File: src/rtl/pll_drp_ctrl.sv
// DRP read-modify-write sequencer for the PLL: holds RST, applies host register entries, waits for LOCKED.
// Optional DRDY/LOCKED wait timeouts are compiled in with `PLL_DRP_TIMEOUT_EN.
module pll_drp_ctrl #(
    parameter int RST_HOLD_CYCLES = 4,
    parameter int DRDY_TIMEOUT    = 64,
    parameter int LOCK_TIMEOUT    = 4096
) (
    input  logic        DCLK,
    input  logic        RST,
    input  logic        START,
    input  logic        CFG_VALID,
    output logic        CFG_READY,
    input  logic [6:0]  CFG_ADDR,
    input  logic [15:0] CFG_MASK,
    input  logic [15:0] CFG_DATA,
    input  logic        CFG_LAST,
    output logic [6:0]  DADDR,
    output logic        DEN,
    output logic        DWE,
    output logic [15:0] DI,
    input  logic [15:0] DO,
    input  logic        DRDY,
    output logic        PLL_RST,
    input  logic        LOCKED,
    output logic        BUSY,
    output logic        DONE,
    output logic        ERROR
);

    localparam int MAX_HD  = (RST_HOLD_CYCLES > DRDY_TIMEOUT) ? RST_HOLD_CYCLES : DRDY_TIMEOUT;
    localparam int MAX_ALL = (MAX_HD > LOCK_TIMEOUT) ? MAX_HD : LOCK_TIMEOUT;
    localparam int CNT_W   = $clog2(MAX_ALL + 1);
    localparam logic [CNT_W-1:0] HOLD_LAST = CNT_W'(RST_HOLD_CYCLES - 1);
`ifdef PLL_DRP_TIMEOUT_EN
    localparam logic [CNT_W-1:0] DRDY_LAST = CNT_W'(DRDY_TIMEOUT - 1);
    localparam logic [CNT_W-1:0] LOCK_LAST = CNT_W'(LOCK_TIMEOUT - 1);
`endif

    typedef enum logic [3:0] {
        S_IDLE      = 4'd0,
        S_HOLD      = 4'd1,
        S_FETCH     = 4'd2,
        S_RD        = 4'd3,
        S_RD_WAIT   = 4'd4,
        S_WR        = 4'd5,
        S_WR_WAIT   = 4'd6,
        S_RELEASE   = 4'd7,
        S_LOCK_WAIT = 4'd8
    } state_t;

    state_t            state_q;
    logic [CNT_W-1:0]  cnt_q;
    logic [6:0]        addr_q;
    logic [15:0]       mask_q;
    logic [15:0]       data_q;
    logic              last_q;
    logic              cfg_ready_q;
    logic [6:0]        daddr_q;
    logic              den_q;
    logic              dwe_q;
    logic [15:0]       di_q;
    logic              pll_rst_q;
    logic              busy_q;
    logic              done_q;
    logic [15:0]       di_d;

    // Mask bit 1 keeps the bit read back from the PLL, 0 takes the host bit.
    function automatic logic [15:0] rmw_merge(input logic [15:0] cur,
                                              input logic [15:0] mask,
                                              input logic [15:0] data);
        return (cur & mask) | (data & ~mask);
    endfunction

    assign di_d = rmw_merge(DO, mask_q, data_q);

`ifdef PLL_DRP_TIMEOUT_EN
    logic error_q;
    assign ERROR = error_q;

    // Sticky timeout flag: cleared by RST or an accepted START, set on any wait expiry.
    always_ff @(posedge DCLK) begin
        if (RST) begin
            error_q <= 1'b0;
        end else if (state_q == S_IDLE && START) begin
            error_q <= 1'b0;
        end else if (state_q == S_RD_WAIT && !DRDY && cnt_q == DRDY_LAST) begin
            error_q <= 1'b1;
        end else if (state_q == S_WR_WAIT && !DRDY && cnt_q == DRDY_LAST) begin
            error_q <= 1'b1;
        end else if (state_q == S_LOCK_WAIT && !LOCKED && cnt_q == LOCK_LAST) begin
            error_q <= 1'b1;
        end
    end
`else
    assign ERROR = 1'b0;
`endif

    // Sequencer state, wait counter, latched entry and all registered DRP/status outputs.
    always_ff @(posedge DCLK) begin
        if (RST) begin
            state_q     <= S_IDLE;
            cnt_q       <= '0;
            addr_q      <= 7'd0;
            mask_q      <= 16'd0;
            data_q      <= 16'd0;
            last_q      <= 1'b0;
            cfg_ready_q <= 1'b0;
            daddr_q     <= 7'd0;
            den_q       <= 1'b0;
            dwe_q       <= 1'b0;
            di_q        <= 16'd0;
            pll_rst_q   <= 1'b0;
            busy_q      <= 1'b0;
            done_q      <= 1'b0;
        end else begin
            done_q <= 1'b0;
            case (state_q)
                S_IDLE: begin
                    if (START) begin
                        state_q   <= S_HOLD;
                        cnt_q     <= '0;
                        pll_rst_q <= 1'b1;
                        busy_q    <= 1'b1;
                    end
                end
                S_HOLD: begin
                    if (cnt_q == HOLD_LAST) begin
                        state_q     <= S_FETCH;
                        cfg_ready_q <= 1'b1;
                    end else begin
                        cnt_q <= cnt_q + CNT_W'(1);
                    end
                end
                S_FETCH: begin
                    if (CFG_VALID && cfg_ready_q) begin
                        addr_q      <= CFG_ADDR;
                        mask_q      <= CFG_MASK;
                        data_q      <= CFG_DATA;
                        last_q      <= CFG_LAST;
                        cfg_ready_q <= 1'b0;
                        daddr_q     <= CFG_ADDR;
                        den_q       <= 1'b1;
                        dwe_q       <= 1'b0;
                        state_q     <= S_RD;
                    end
                end
                S_RD: begin
                    den_q   <= 1'b0;
                    cnt_q   <= '0;
                    state_q <= S_RD_WAIT;
                end
                S_RD_WAIT: begin
                    if (DRDY) begin
                        di_q    <= di_d;
                        daddr_q <= addr_q;
                        den_q   <= 1'b1;
                        dwe_q   <= 1'b1;
                        state_q <= S_WR;
`ifdef PLL_DRP_TIMEOUT_EN
                    end else if (cnt_q == DRDY_LAST) begin
                        busy_q  <= 1'b0;
                        state_q <= S_IDLE;
`endif
                    end else begin
                        cnt_q <= cnt_q + CNT_W'(1);
                    end
                end
                S_WR: begin
                    den_q   <= 1'b0;
                    dwe_q   <= 1'b0;
                    cnt_q   <= '0;
                    state_q <= S_WR_WAIT;
                end
                S_WR_WAIT: begin
                    if (DRDY) begin
                        if (last_q) begin
                            pll_rst_q <= 1'b0;
                            state_q   <= S_RELEASE;
                        end else begin
                            cfg_ready_q <= 1'b1;
                            state_q     <= S_FETCH;
                        end
`ifdef PLL_DRP_TIMEOUT_EN
                    end else if (cnt_q == DRDY_LAST) begin
                        busy_q  <= 1'b0;
                        state_q <= S_IDLE;
`endif
                    end else begin
                        cnt_q <= cnt_q + CNT_W'(1);
                    end
                end
                S_RELEASE: begin
                    cnt_q   <= '0;
                    state_q <= S_LOCK_WAIT;
                end
                S_LOCK_WAIT: begin
                    if (LOCKED) begin
                        done_q  <= 1'b1;
                        busy_q  <= 1'b0;
                        state_q <= S_IDLE;
`ifdef PLL_DRP_TIMEOUT_EN
                    end else if (cnt_q == LOCK_LAST) begin
                        busy_q  <= 1'b0;
                        state_q <= S_IDLE;
`endif
                    end else begin
                        cnt_q <= cnt_q + CNT_W'(1);
                    end
                end
                default: begin
                    state_q     <= S_IDLE;
                    cfg_ready_q <= 1'b0;
                    den_q       <= 1'b0;
                    dwe_q       <= 1'b0;
                    pll_rst_q   <= 1'b0;
                    busy_q      <= 1'b0;
                end
            endcase
        end
    end

    assign CFG_READY = cfg_ready_q;
    assign DADDR     = daddr_q;
    assign DEN       = den_q;
    assign DWE       = dwe_q;
    assign DI        = di_q;
    assign PLL_RST   = pll_rst_q;
    assign BUSY      = busy_q;
    assign DONE      = done_q;

endmodule

File: config.mk
export PLATFORM = sky130hd
export DESIGN_NAME = pll_drp_ctrl
export DESIGN_NICKNAME = d
export VERILOG_FILES = /design/src/rtl/pll_drp_ctrl.sv
export SDC_FILE = /design/constraint.sdc
export NUM_CORES = 1
export LEC_CHECK = 0
export BUFFER_PORTS_ARGS = -buffer_cell sky130_fd_sc_hd__buf_4
export CAP_MARGIN = 15
export CORE_ASPECT_RATIO = 1.5
export CORE_UTILIZATION = 40
export CTS_BUF_LIST = sky130_fd_sc_hd__clkbuf_2
export CTS_CLUSTER_SIZE = 10
export DETAILED_ROUTE_END_ITERATION = 12
export HOLD_SLACK_MARGIN = 0.1
export PLACE_DENSITY = 0.7
export SLEW_MARGIN = 20
export SYNTH_ARGS = -nofsm -noshare
export SYNTH_HDL_FRONTEND = slang
export SYNTH_SLANG_ARGS = --single-unit
File: constraint.sdc
create_clock -name DCLK -period 2.5 [get_ports DCLK]
set_clock_uncertainty 0.05 [all_clocks]
set_input_delay 0.5 -clock DCLK [delete_from_list [all_inputs] [get_ports DCLK]]
set_output_delay 0.5 -clock DCLK [all_outputs]
set_load 0.05 [all_outputs]
**Word-level counts from Yosys, hierarchy flattened**

Cells that the tools add are included.

- Bits in registers: 86
- Input bits: 62
- Output and inout port bits: 30
- Logic and storage cells: 99

- Add/subtract/negate cells: 1
- Eq/ne operators: 20
- Multiplexer cells: 32
- Bitwise logic cells: 10
- Reduce and logical (&&, ||, !) cells: 22

Operators by type and width:

| cell | number |
|---|---|
| $pmux W13 S5 | 1 |
| $mux W13 | 4 |
| $pmux W4 S9 | 1 |
| $and A16 B16 Y16 | 2 |
| $mux W4 | 6 |
| $ne A2 B2 Y1 const B | 11 |
| $eq A4 B3 Y1 const B | 4 |
| $not A16 Y16 | 1 |
| $or A16 B16 Y16 | 1 |
| $mux W7 | 2 |
| $pmux W7 S2 | 1 |
| $reduce_or A7 Y1 | 2 |
| $add A13 B1 Y13 const B | 1 |
| $eq A13 B2 Y1 const B | 1 |
| $pmux W1 S3 | 4 |
| $reduce_and A3 Y1 | 4 |
| $reduce_or A6 Y1 | 2 |
| $mux W1 | 11 |
| $reduce_and A5 Y1 | 2 |
| $eq A4 B2 Y1 const B | 2 |
| $not A1 Y1 | 6 |
| $reduce_and A6 Y1 | 1 |
| $reduce_bool A5 Y1 | 1 |
| $reduce_or A5 Y1 | 1 |
| 11 further kinds | 13 |

**Logic depth before layout (Yosys ltp)**

Gate-level depths: netlist of run 1.

- Depth in word-level cells: 4
- Mapped depth: 9
- Depth with buffers taken out: 6

**Worst setup path before layout of run 1**

No wires, ideal clock.

- Path kind: flip-flop to flip-flop
- Start: register cnt_q[0]
- End: register cnt_q[4]
- Library setup time: 0.096 ns
- Arrival time: 2.022 ns
- Data required time: 2.354 ns
- Setup slack: 0.333 ns
- Stages on the path, launching flop included: 6
- Path buffers: 0
- Period minus slack after synthesis: 2.167 ns
- Cells stage by stage: dfxtp_1 ha_1 or4b_2 or4_4 a311o_1 o41ai_2

- Longest elaborated chain between the ends: 3
- Elaborated cells on any way between the ends: 8
- Classes of those cells: 1 x add/sub; 2 x eq/ne; 4 x mux; 1 x reduce/logical

Ends and longest elaborated chain:

| element | RTL line | source |
|---|---|---|
| start: declaration | 52 | `logic [CNT_W-1:0] cnt_q;` |
| start signal: assignment | 131 | `cnt_q <= cnt_q + CNT_W'(1);` |
| start signal: assignment | 165 | `cnt_q <= cnt_q + CNT_W'(1);` |
| start signal: assignment | 189 | `cnt_q <= cnt_q + CNT_W'(1);` |
| $add A13 B1 Y13 or $eq A13 B2 Y1 (tied branches) | - |  |
| $mux W13 (tied with other cells) | 197 | `if (LOCKED) begin` |
| $pmux W13 S5 or $reduce_and A5 Y1 (tied branches) | - |  |

Several ways; a longest one is shown, not always the timed one. The select of a mux whose other input is x is not followed.
A chain may end at the register's enable or synchronous reset.

**Worst setup path in the final report of run 1**

Ends and elaborated chain as after synthesis.

==> impl_metrics.yaml, run 1 <==
outcome:
  status: "complete, no violations"
placement:
  dp_slack_ps: 228
  dp_cells: 643
  portBuffers: 90
  dpl_cell_area_sq_um: 4600
  dp_hpwl_mm: 6.69
  gp_congestion: 0.913
floorplanning:
  rows: 43
  die_area_sq_um: 9980
  initial_core_util_pct: 41.4
  die_h_um: 122
  core_area_sq_um: 9250
  dieWidth_um: 81.9
  io_pins: 92
detailed_routing:
  final_antenna_net_count: 0
  wl_per_cell_um: 14.3
  dr.first_iter.drc_count: 251
  vias_per_cell: 5.30
  drc: 0
  routed-via-count: 3679
  first_pass_iters: 4
  wl_mm: 9.94
job:
  maxCapViolCount: 0
global_route:
  grt-ovfl-total: 0
  grt_pass1_vias: 3378
  grt_max_degree: 73
  grtUsageTotal_pct: 20.4
  antenna_found_initial: 1
  grt_pass1_wl_mm: 15.5
setup_path:
  critPathMaxStageDelay_ps: 670
  r2r_slack_ps: 200
  critPathKind: "reg -> reg"
  reg2reg_to: "cnt_q[4]$_SDFFE_PP0P_"
  r2r_cells: 5
  endpoint_kind: "register"
  crit_slowest_cell: "or4b_2"
  crit_required_ps: 2910
  cp_max_fo: 5
  crit_arrival_ps: 2710
  crit_path_start_kind: "register"
  endpoint: "cnt_q[4]$_SDFFE_PP0P_"
  startpoint: "cnt_q[0]$_SDFFE_PP0P_"
  path_cells: "ha_1 -> or4b_2 -> or4_4 -> a311o_1 -> o41ai_2"
  reg2reg_from: "cnt_q[0]$_SDFFE_PP0P_"
logic_synthesis:
  synth-seq-cells: 86
  yosysSeqAreaShare_pct: 45.0
  ys_warn_count: 0
  async_flop_share_pct: 0
  synth_cell_types: 57
  yosysTopAreaCellShare_pct: 45.0
  synth_top_flop_cell: "dfxtp_1"
  netlist_instances: 465
  netlist_area_sq_um: 3830
  synth.avg_cell_area_sq_um: 8.24
  synth_edf_count: 0
  yosysTopAreaCell: "dfxtp_1"
  yosys-top-cells-area: "dfxtp_1 45%, nand2_1 9.0%, a21oi_1 6.9%"
  syn-num-nets: 528
final_layout:
  n_fill_cell: 876
  most-common-layout-cells: "103 x buf_4, 92 x nand2_1, 86 x dfxtp_1, 53 x a21oi_1, 40 x nor2_1"
  layout.cells.non_filler: 694
  fin_area_sq_um: 5030
  nets: 639
  mostFrequentLayoutCell: "buf_4"
  drive_above_1_share_pct: 22.1
  area_delta_synth_final_pct: 31.2
clocking:
  clock_sinks: 86
  cts_setup_buffers: 0
  cts_root_buf: "clkbuf_2"
  tritoncts: "yes"
  htreeDepth: 3
  clk_latency_ps: 550
  clk_path_buf_depth: 2
  cts_made_buffers: 9
  clk_pin_slew_worst_paths_ps: 210
timing:
  min_period_ps: 2300
  setup_ws_ps: 199
  worst_pin_slew_ps: 756
  slew_viol_final: 0
  fin_tns_setup_ps: 0
  finalSetupViolations: 0
  slew_headroom_pct: 49.6
  hold_viol_final: 0
  fin_crit_sh_pct: 92.0
  fmax_ghz: 0.435
  rsz0062_at_grt: "false"
hold_path:
  min_from: "CFG_ADDR[2]"
  min_path_cells: 3
  hp-class: "in -> reg"
power:
  max-vdd-ir-drop_mv: 0.381
  p_leak_uw: 0.00180
  p_per_area_nw_per_um2: 626
cells by family (layout without fill, tap and decap cells):
logic type / Yosys count / after routing / synth area share (%)
XOR/XNOR: 1 / 1 / 0.229
multiplexers: 25 / 25 / 6.53
flip-flops: 86 / 86 / 45.0
AO/OA/AOI/OAI: 114 / 114 / 19.2
AND/OR/NAND/NOR: 187 / 187 / 23.5
adder cells (fa/ha/maj): 1 / 1 / 0.327
buffers and inverters: 50 / 165 / 5.19
other: 1 / 3 / 0.0979
worst max-delay path: cells and delay by family, from the launching register on:
family                     cells  cell delay (ps)
adders and majority gates      1              240
and+or+nand+nor                2             1130
AOI/OAI and AO/OA              2              390
DFF                            1              420
worst min-delay path by stage:
| stage | end | slack (ps) |
|---|---|---|
| final | addr_q[2]$_SDFFE_PP0P_ | 150 |
| after detailed placement | data_q[9]$_SDFFE_PP0P_ | 400 |
| after CTS | addr_q[5]$_SDFFE_PP0P_ | 100 |
| after floorplan | data_q[0]$_SDFFE_PP0P_ | 390 |
| after global placement | addr_q[0]$_SDFFE_PP0P_ | 390 |
| after global routing | addr_q[2]$_SDFFE_PP0P_ | 120 |
flip-flops by register name, summed over array words and instances (netlist names):
register / flops
state_q: 4
DONE: 1
DI: 16
addr_q: 7
BUSY: 1
DWE: 1
DADDR: 7
data_q: 16
PLL_RST: 1
cnt_q: 13
mask_q: 16
last_q: 1
CFG_READY: 1
DEN: 1
cells in the mapped netlist (2+ instances only):
cell	number
nand2_1	92
dfxtp_1	86
a21oi_1	53
nor2_1	40
a211oi_1	28
clkbuf_1	25
mux2i_1	25
inv_1	13
o21ai_0	8
or3_1	8
nand3_1	7
o32ai_1	7
buf_1	5
buf_2	5
nor3_1	5
nand2b_1	4
nand4_1	4
and3_1	3
o31a_1	3
and4_1	2
nand4b_1	2
nor2b_1	2
nor4b_1	2
nor4b_2	2
or4_1	2
layout make-up:
| cell class | instances | area [sq um] | area share, % |
|---|---|---|---|
| Multi-Input combinational cell | 329 | 1920 | 38.1 |
| Sequential cell | 86 | 1720 | 34.3 |
| Timing Repair Buffer | 137 | 1110 | 22.2 |
| Tap cell | 112 | 140 | 2.79 |
| Clock buffer | 11 | 55.1 | 1.10 |
| Inverter | 13 | 48.8 | 0.971 |
| Clock inverter | 4 | 25.0 | 0.498 |
| Antenna cell | 2 | 5.00 | 0.0996 |
routing by layer:
layer	vias up	wire [um]	share of wire (%)	track usage (%)
met4	0	306	3.1	12.9
met3	21	378	3.8	3.00
met1	1714	4090	41	23.6
met2	90	5170	52	34.1
li1	1854	-	-	-
met5	-	0	0	0
per-stage QoR:
stage / hold slack [ps] / utilization, % / power (uW)
after floorplan: 386 / - / 2220
after CTS: 100 / 54.3 / 3170
after detailed placement: 397 / 49.7 / 2530
after global routing: 121 / 54.3 / 3300
after global placement: 391 / 49.7 / 2520
final: 150 / 54.3 / 3140
report_power, final:
group | internal, uW | switching [uW]
clock | 130 | 457
combinational | 429 | 596
sequential | 1440 | 91.0
repair_timing:
item / 4_1_cts / 5_1_grt
hold buffers: 34 / 0
hold endpoints to repair: 34 / 0
resized for setup: 0 / 0
Power figures use the tool's default switching activity.
==> inputs of run 2 (changes only) <==
--- a/config.mk
+++ b/config.mk
@@ -5,6 +5,7 @@
 export SDC_FILE = /design/constraint.sdc
 export NUM_CORES = 1
 export LEC_CHECK = 0
+export ABC_AREA = 1
 export BUFFER_PORTS_ARGS = -buffer_cell sky130_fd_sc_hd__buf_4
 export CAP_MARGIN = 15
 export CORE_ASPECT_RATIO = 1.5
@@ -13,7 +14,7 @@
 export CTS_CLUSTER_SIZE = 10
 export DETAILED_ROUTE_END_ITERATION = 12
 export HOLD_SLACK_MARGIN = 0.1
-export PLACE_DENSITY = 0.7
+export PLACE_DENSITY = 0.69
 export SLEW_MARGIN = 20
 export SYNTH_ARGS = -nofsm -noshare
 export SYNTH_HDL_FRONTEND = slang
==> impl_metrics.yaml, run 2 <==
outcome:
  status: "complete, no violations"
clocking:
  clk_latency_ps: 560
  clk_path_buf_depth: 2
  cts_made_buffers: 9
  htreeDepth: 3
  cts_resized: 0
  cts_root_buf: "clkbuf_2"
  tritoncts: "yes"
  clock_sinks: 86
  clk_pin_slew_worst_paths_ps: 260
global_route:
  met2_usage_pct: 33.7
  grtUsageTotal_pct: 18.9
  grt_util_met1_pct: 21.2
  grt_max_degree: 65
  grt-ovfl-total: 0
  grt_pass1_vias: 3771
  top_usage_layer: "met2"
  grt_pass1_wl_mm: 16.6
  antenna_found_initial: 0
  use_met3_pct: 5.34
setup_path:
  crit_required_ps: 2960
  path_cells: "inv_1 -> nand3_2 -> nand4_1 -> nor2_2 -> nand2_1 -> a21oi_1"
  endpoint_kind: "register"
  crit_arrival_ps: 2360
  critPathMaxStageDelay_ps: 740
  critPathKind: "reg -> reg"
  cp_max_fo: 13
  crit_path_start_kind: "register"
  r2r_slack_ps: 600
  crit_slowest_cell: "dfxtp_1"
logic_synthesis:
  synth_cell_types: 38
  synth_top_family_by_area: "simple AND/OR/NAND/NOR gates"
  synth.most_common_cell: "nand2_1"
  synth-compound-area-share_pct: 20.1
  synth_simple_gate_area_share_pct: 24.8
  netlist_area_sq_um: 4140
  synthTopCellsByCount: "120 x nand2_1, 86 x dfxtp_1, 70 x inv_1"
  synth_edf_count: 0
  yosysTopAreaCellShare_pct: 41.6
  netlist_instances: 576
  ys_warn_count: 0
  synth-seq-cells: 86
  syn-num-nets: 639
  synth-adder-area-share_pct: 0.302
  muxShareOfSynthArea_pct: 0
  async_flop_share_pct: 0
  yosys-top-cells-area: "dfxtp_1 42%, nand2_1 11%, a21oi_1 6.8%"
  synth.avg_cell_area_sq_um: 7.19
  synth_top_flop_cell: "dfxtp_1"
  yosysTopAreaCell: "dfxtp_1"
  yosysSeqAreaShare_pct: 41.6
  synth_xor_area_share_pct: 1.06
floorplanning:
  io_pins: 92
  core_area_sq_um: 10100
  die_h_um: 127
  dieWidth_um: 85.1
  initial_core_util_pct: 41.1
  rows: 45
  die_area_sq_um: 10800
timing:
  fmax_ghz: 0.528
  slew_headroom_pct: 61.4
  finalSetupViolations: 0
  fin_tns_setup_ps: 0
  slew_viol_final: 0
  fin_crit_sh_pct: 75.8
  hold_viol_final: 0
  holdWs_ps: 139
  min_period_ps: 1900
  rsz0062_at_grt: "false"
  worst_pin_slew_ps: 579
detailed_routing:
  drc: 0
  wl_mm: 9.80
  wl_per_cell_um: 12.2
  final_antenna_net_count: 0
  vias_per_cell: 5.02
  first_pass_iters: 6
  routed-via-count: 4029
  dr.first_iter.drc_count: 186
power:
  max-vdd-ir-drop_mv: 0.573
  p_leak_uw: 0.00220
  p_per_area_nw_per_um2: 805
job:
  maxCapViolCount: 0
final_layout:
  nets: 744
  drive_above_1_share_pct: 21.0
  diodes: 0
  mostFrequentLayoutCell: "nand2_1"
  multi_input_area_sq_um: 1920
  n_fill_cell: 954
  seqCellArea_sq_um: 1720
  most-common-layout-cells: "120 x nand2_1, 92 x buf_4, 86 x dfxtp_1, 69 x inv_1, 56 x a21oi_1"
  area_delta_synth_final_pct: 26.1
placement:
  dp_hpwl_mm: 6.84
  portBuffers: 90
  gp_congestion: 0.910
hold_path:
  hp-class: "in -> reg"
[run 2: cell count changes after synthesis, sizes merged, moves of 16 or more]
cell and delta:
nand2 +32, nand3 +17, inv +67, mux2i -25, o21ai +69, a31oi +16
clkbuf -19, a211oi -29
[run 2: cell families after synthesis]
family / Yosys count
AOI/OAI and AO/OA: 157
xor gates and xnor gates: 5
adders and majority gates: 1
buffers and inverters: 106
DFF: 86
other: 1
and+or+nand+nor: 220
[run 2: final timing paths]
check                     startpoint                 endpoint  cells after the start
min reg2reg  data_q[12]$_SDFFE_PP0P_  data_q[12]$_SDFFE_PP0P_                      2
max reg2reg  state_q[0]$_SDFFE_PP0P_    cnt_q[0]$_SDFFE_PP0P_                      6
min                     CFG_DATA[15]  data_q[15]$_SDFFE_PP0P_                      3
max          state_q[0]$_SDFFE_PP0P_    cnt_q[0]$_SDFFE_PP0P_                      6
[run 2: final cells by class]
cell class,instances,share of cell area (%)
timing repair buffer,120,18.8
multi-input combinational,384,36.8
tap,117,2.81
clock buffer,9,0.863
inverter,80,5.80
sequential,86,33.0
clock inverter,7,1.99
[run 2: where the power goes]
part           internal, uW  switching [uW]
clock network           344             528
logic                   541            1100
registers              1540             145
total                  2430            1770
[run 2: through the flow]
stage                     instance area [sq um]  power [uW]  worst slack (ps)  utilization, %  cells
after global routing                       5220        4470               380            51.8    803
after detailed placement                   4800        3320               627            47.6    760
after floorplan                            4140        2940               957               -    576
after CTS                                  5220        4230               568            51.8    803
after global placement                     4800        3300               682            47.6    760
final                                      5220        4200               604            51.8    803
[run 2: timing repair]
| action | in CTS | in global routing |
|---|---|---|
| hold endpoints to repair | 27 | 0 |
| setup buffers | 0 | 0 |
| hold buffers | 27 | 0 |
[run 2: metal layers]
layer,up-vias,share of wire [%],routed length (um)
li1,2081,-,-
met1,1817,42,4110
met2,112,50,4890
met3,19,6.4,623
met4,0,1.8,175
met5,-,0,0
[run 2: worst max-delay path, delay by kind of cell, from the launching register on]
family / cells / cell delay, ps
and+or+nand+nor: 4 / 770
DFF: 1 / 740
AOI/OAI and AO/OA: 1 / 150
buffers and inverters: 1 / 160
==> inputs of run 3 (changes only) <==
--- a/config.mk
+++ b/config.mk
@@ -5,7 +5,7 @@
 export SDC_FILE = /design/constraint.sdc
 export NUM_CORES = 1
 export LEC_CHECK = 0
-export ABC_AREA = 1
+export ABC_AREA = 0
 export BUFFER_PORTS_ARGS = -buffer_cell sky130_fd_sc_hd__buf_4
 export CAP_MARGIN = 15
 export CORE_ASPECT_RATIO = 1.5
@@ -14,7 +14,7 @@
 export CTS_CLUSTER_SIZE = 10
 export DETAILED_ROUTE_END_ITERATION = 12
 export HOLD_SLACK_MARGIN = 0.1
-export PLACE_DENSITY = 0.69
+export PLACE_DENSITY = 0.72
 export SLEW_MARGIN = 20
 export SYNTH_ARGS = -nofsm -noshare
 export SYNTH_HDL_FRONTEND = slang
==> constraint.sdc (replaced) <==
create_clock -name DCLK -period 1.7 [get_ports DCLK]
set_clock_uncertainty 0.05 [all_clocks]
set_input_delay 0.34 -clock DCLK [delete_from_list [all_inputs] [get_ports DCLK]]
set_output_delay 0.34 -clock DCLK [all_outputs]
set_load 0.05 [all_outputs]
==> impl_metrics.yaml, run 3 (synthesis gave the netlist of run 1 again) <==
detailed_routing:
  wl_mm: 15.4
  wl_per_cell_um: 19.6
  first_pass_iters: 5
  vias_per_cell: 5.58
  dr.first_iter.drc_count: 334
  routed-via-count: 4383
  final_antenna_net_count: 0
  drc: 0
floorplanning:
  io_pins: 92
  die_h_um: 122
  die_area_sq_um: 9980
  initial_core_util_pct: 41.4
  core_area_sq_um: 9250
  dieWidth_um: 81.9
  rows: 43
outcome:
  status: "finished with violations"
  failed_checks: "negative setup slack"
final_layout:
  mostFrequentLayoutCell: "buf_4"
  multi_input_area_sq_um: 2460
  n_fill_cell: 618
  seqCellArea_sq_um: 1730
  drive_above_1_share_pct: 45.8
  fin_util_pct: 73.1
  most-common-layout-cells: "135 x buf_4, 76 x dfxtp_1, 57 x dlygate4sd3_1, 48 x nand2_1, 35 x nor2_1"
  area_delta_synth_final_pct: 76.7
  nets: 730
hold_path:
  hp-class: "in -> reg"
global_route:
  grt_max_degree: 40
  antenna_found_initial: 1
  grt_pass1_vias: 4230
  grtUsageTotal_pct: 26.9
  grt_pass1_wl_mm: 20.1
  grt-ovfl-total: 0
timing:
  min_period_ps: 2010
  slew_viol_final: 0
  finalSetupViolations: 65
  fin_tns_setup_ps: -7960
  holdWs_ps: 126
  fin_crit_sh_pct: 118
  fmax_ghz: 0.497
  setup_ws_ps: -312
  hold_viol_final: 0
  rsz0062_at_grt: "true"
setup_path:
  critPathKind: "reg -> reg"
  startpoint: "cnt_q[8]$_SDFFE_PP0P_"
  reg2reg_to: "cnt_q[4]$_SDFFE_PP0P_"
  path_cells: "or4_4 -> or4_4 -> a311o_1 -> o41ai_2"
  reg2reg_from: "cnt_q[8]$_SDFFE_PP0P_"
  endpoint: "cnt_q[4]$_SDFFE_PP0P_"
  cp_common_cell: "or4_4"
  critPathMaxStageDelay_ps: 570
  endpoint_kind: "register"
  crit_arrival_ps: 2430
  cp_max_fo: 3
  r2r_slack_ps: -310
  crit_slowest_cell: "or4_4"
  crit_required_ps: 2120
  crit_path_start_kind: "register"
  r2r_cells: 4
clocking:
  clk_pin_slew_worst_paths_ps: 260
  clock_sinks: 86
  htreeDepth: 3
  tritoncts: "yes"
  clk_path_buf_depth: 2
  cts_made_buffers: 9
  clk_latency_ps: 540
  cts_root_buf: "clkbuf_2"
placement:
  dp_hpwl_mm: 7.32
  gp_congestion: 0.834
  portBuffers: 90
job:
  maxCapViolCount: 0
power:
  p_leak_uw: 0.00264
  p_per_area_nw_per_um2: 868
  max-vdd-ir-drop_mv: 0.615
==> run 3: area by class of cell <==
class	instances	area share [%]
Sequential cell	86	25.6
Inverter	13	0.721
Timing Repair Buffer	227	33.1
Antenna cell	1	0.0370
Multi-Input combinational cell	330	36.4
Tap cell	112	2.07
Clock buffer	11	0.813
Clock inverter	5	1.24
==> run 3: worst min-delay path by stage <==
stage | from | end | slack, ps | depth (start not counted)
after detailed placement | data_q[12]$_SDFFE_PP0P_ | data_q[12]$_SDFFE_PP0P_ | 400 | 2
after CTS | RST | DWE$_SDFFE_PP0P_ | 110 | 2
after floorplan | data_q[0]$_SDFFE_PP0P_ | data_q[0]$_SDFFE_PP0P_ | 390 | 2
after global routing | RST | DWE$_SDFFE_PP0P_ | 130 | 2
final | DO[0] | DI[0]$_SDFFE_PP0P_ | 130 | 3
after global placement | data_q[14]$_SDFFE_PP0P_ | data_q[14]$_SDFFE_PP0P_ | 390 | 2
==> run 3: per-stage QoR <==
step                instance area (sq um)  std cells  total power [uW]  setup slack (ps)
floorplan                            3870        465              3290              -284
global placement                     4950        679              4040              -257
detailed placement                   4950        679              4050              -270
CTS                                  6020        764              5600              -299
global route                         6770        785              6080              -358
finish                               6770        785              5880              -312
==> run 3: worst max-delay path: cells and delay by family (launching register included) <==
| kind | cells | cell delay [ps] |
|---|---|---|
| compound gates | 2 | 390 |
| flops | 1 | 380 |
| simple gates | 2 | 1110 |
==> run 3: what timing repair did <==
action | in CTS | in global routing
cloned | 7 | 9
setup buffers | 6 | 12
hold endpoints to repair | 63 | 0
hold buffers | 57 | 0
setup endpoints to repair | 37 | 78
resized for setup | 43 | 127
pin swaps | 18 | 55
==> run 3: where the power goes <==
part           switching, uW  total [uW]  internal, uW  leakage (uW)
Clock                    751        1250           500     0.0000784
Sequential              96.3        2230          2130      0.000699
Combinational           1240        2400          1160       0.00186
==> run 3: routing by layer <==
| metal | global-route usage, % | routed length [um] | vias up |
|---|---|---|---|
| li1 | - | - | 2047 |
| met1 | 29.1 | 5560 | 2097 |
| met2 | 47.7 | 8240 | 176 |
| met3 | 5.24 | 702 | 63 |
| met4 | 14.9 | 872 | 0 |
| met5 | 0 | 0 | - |
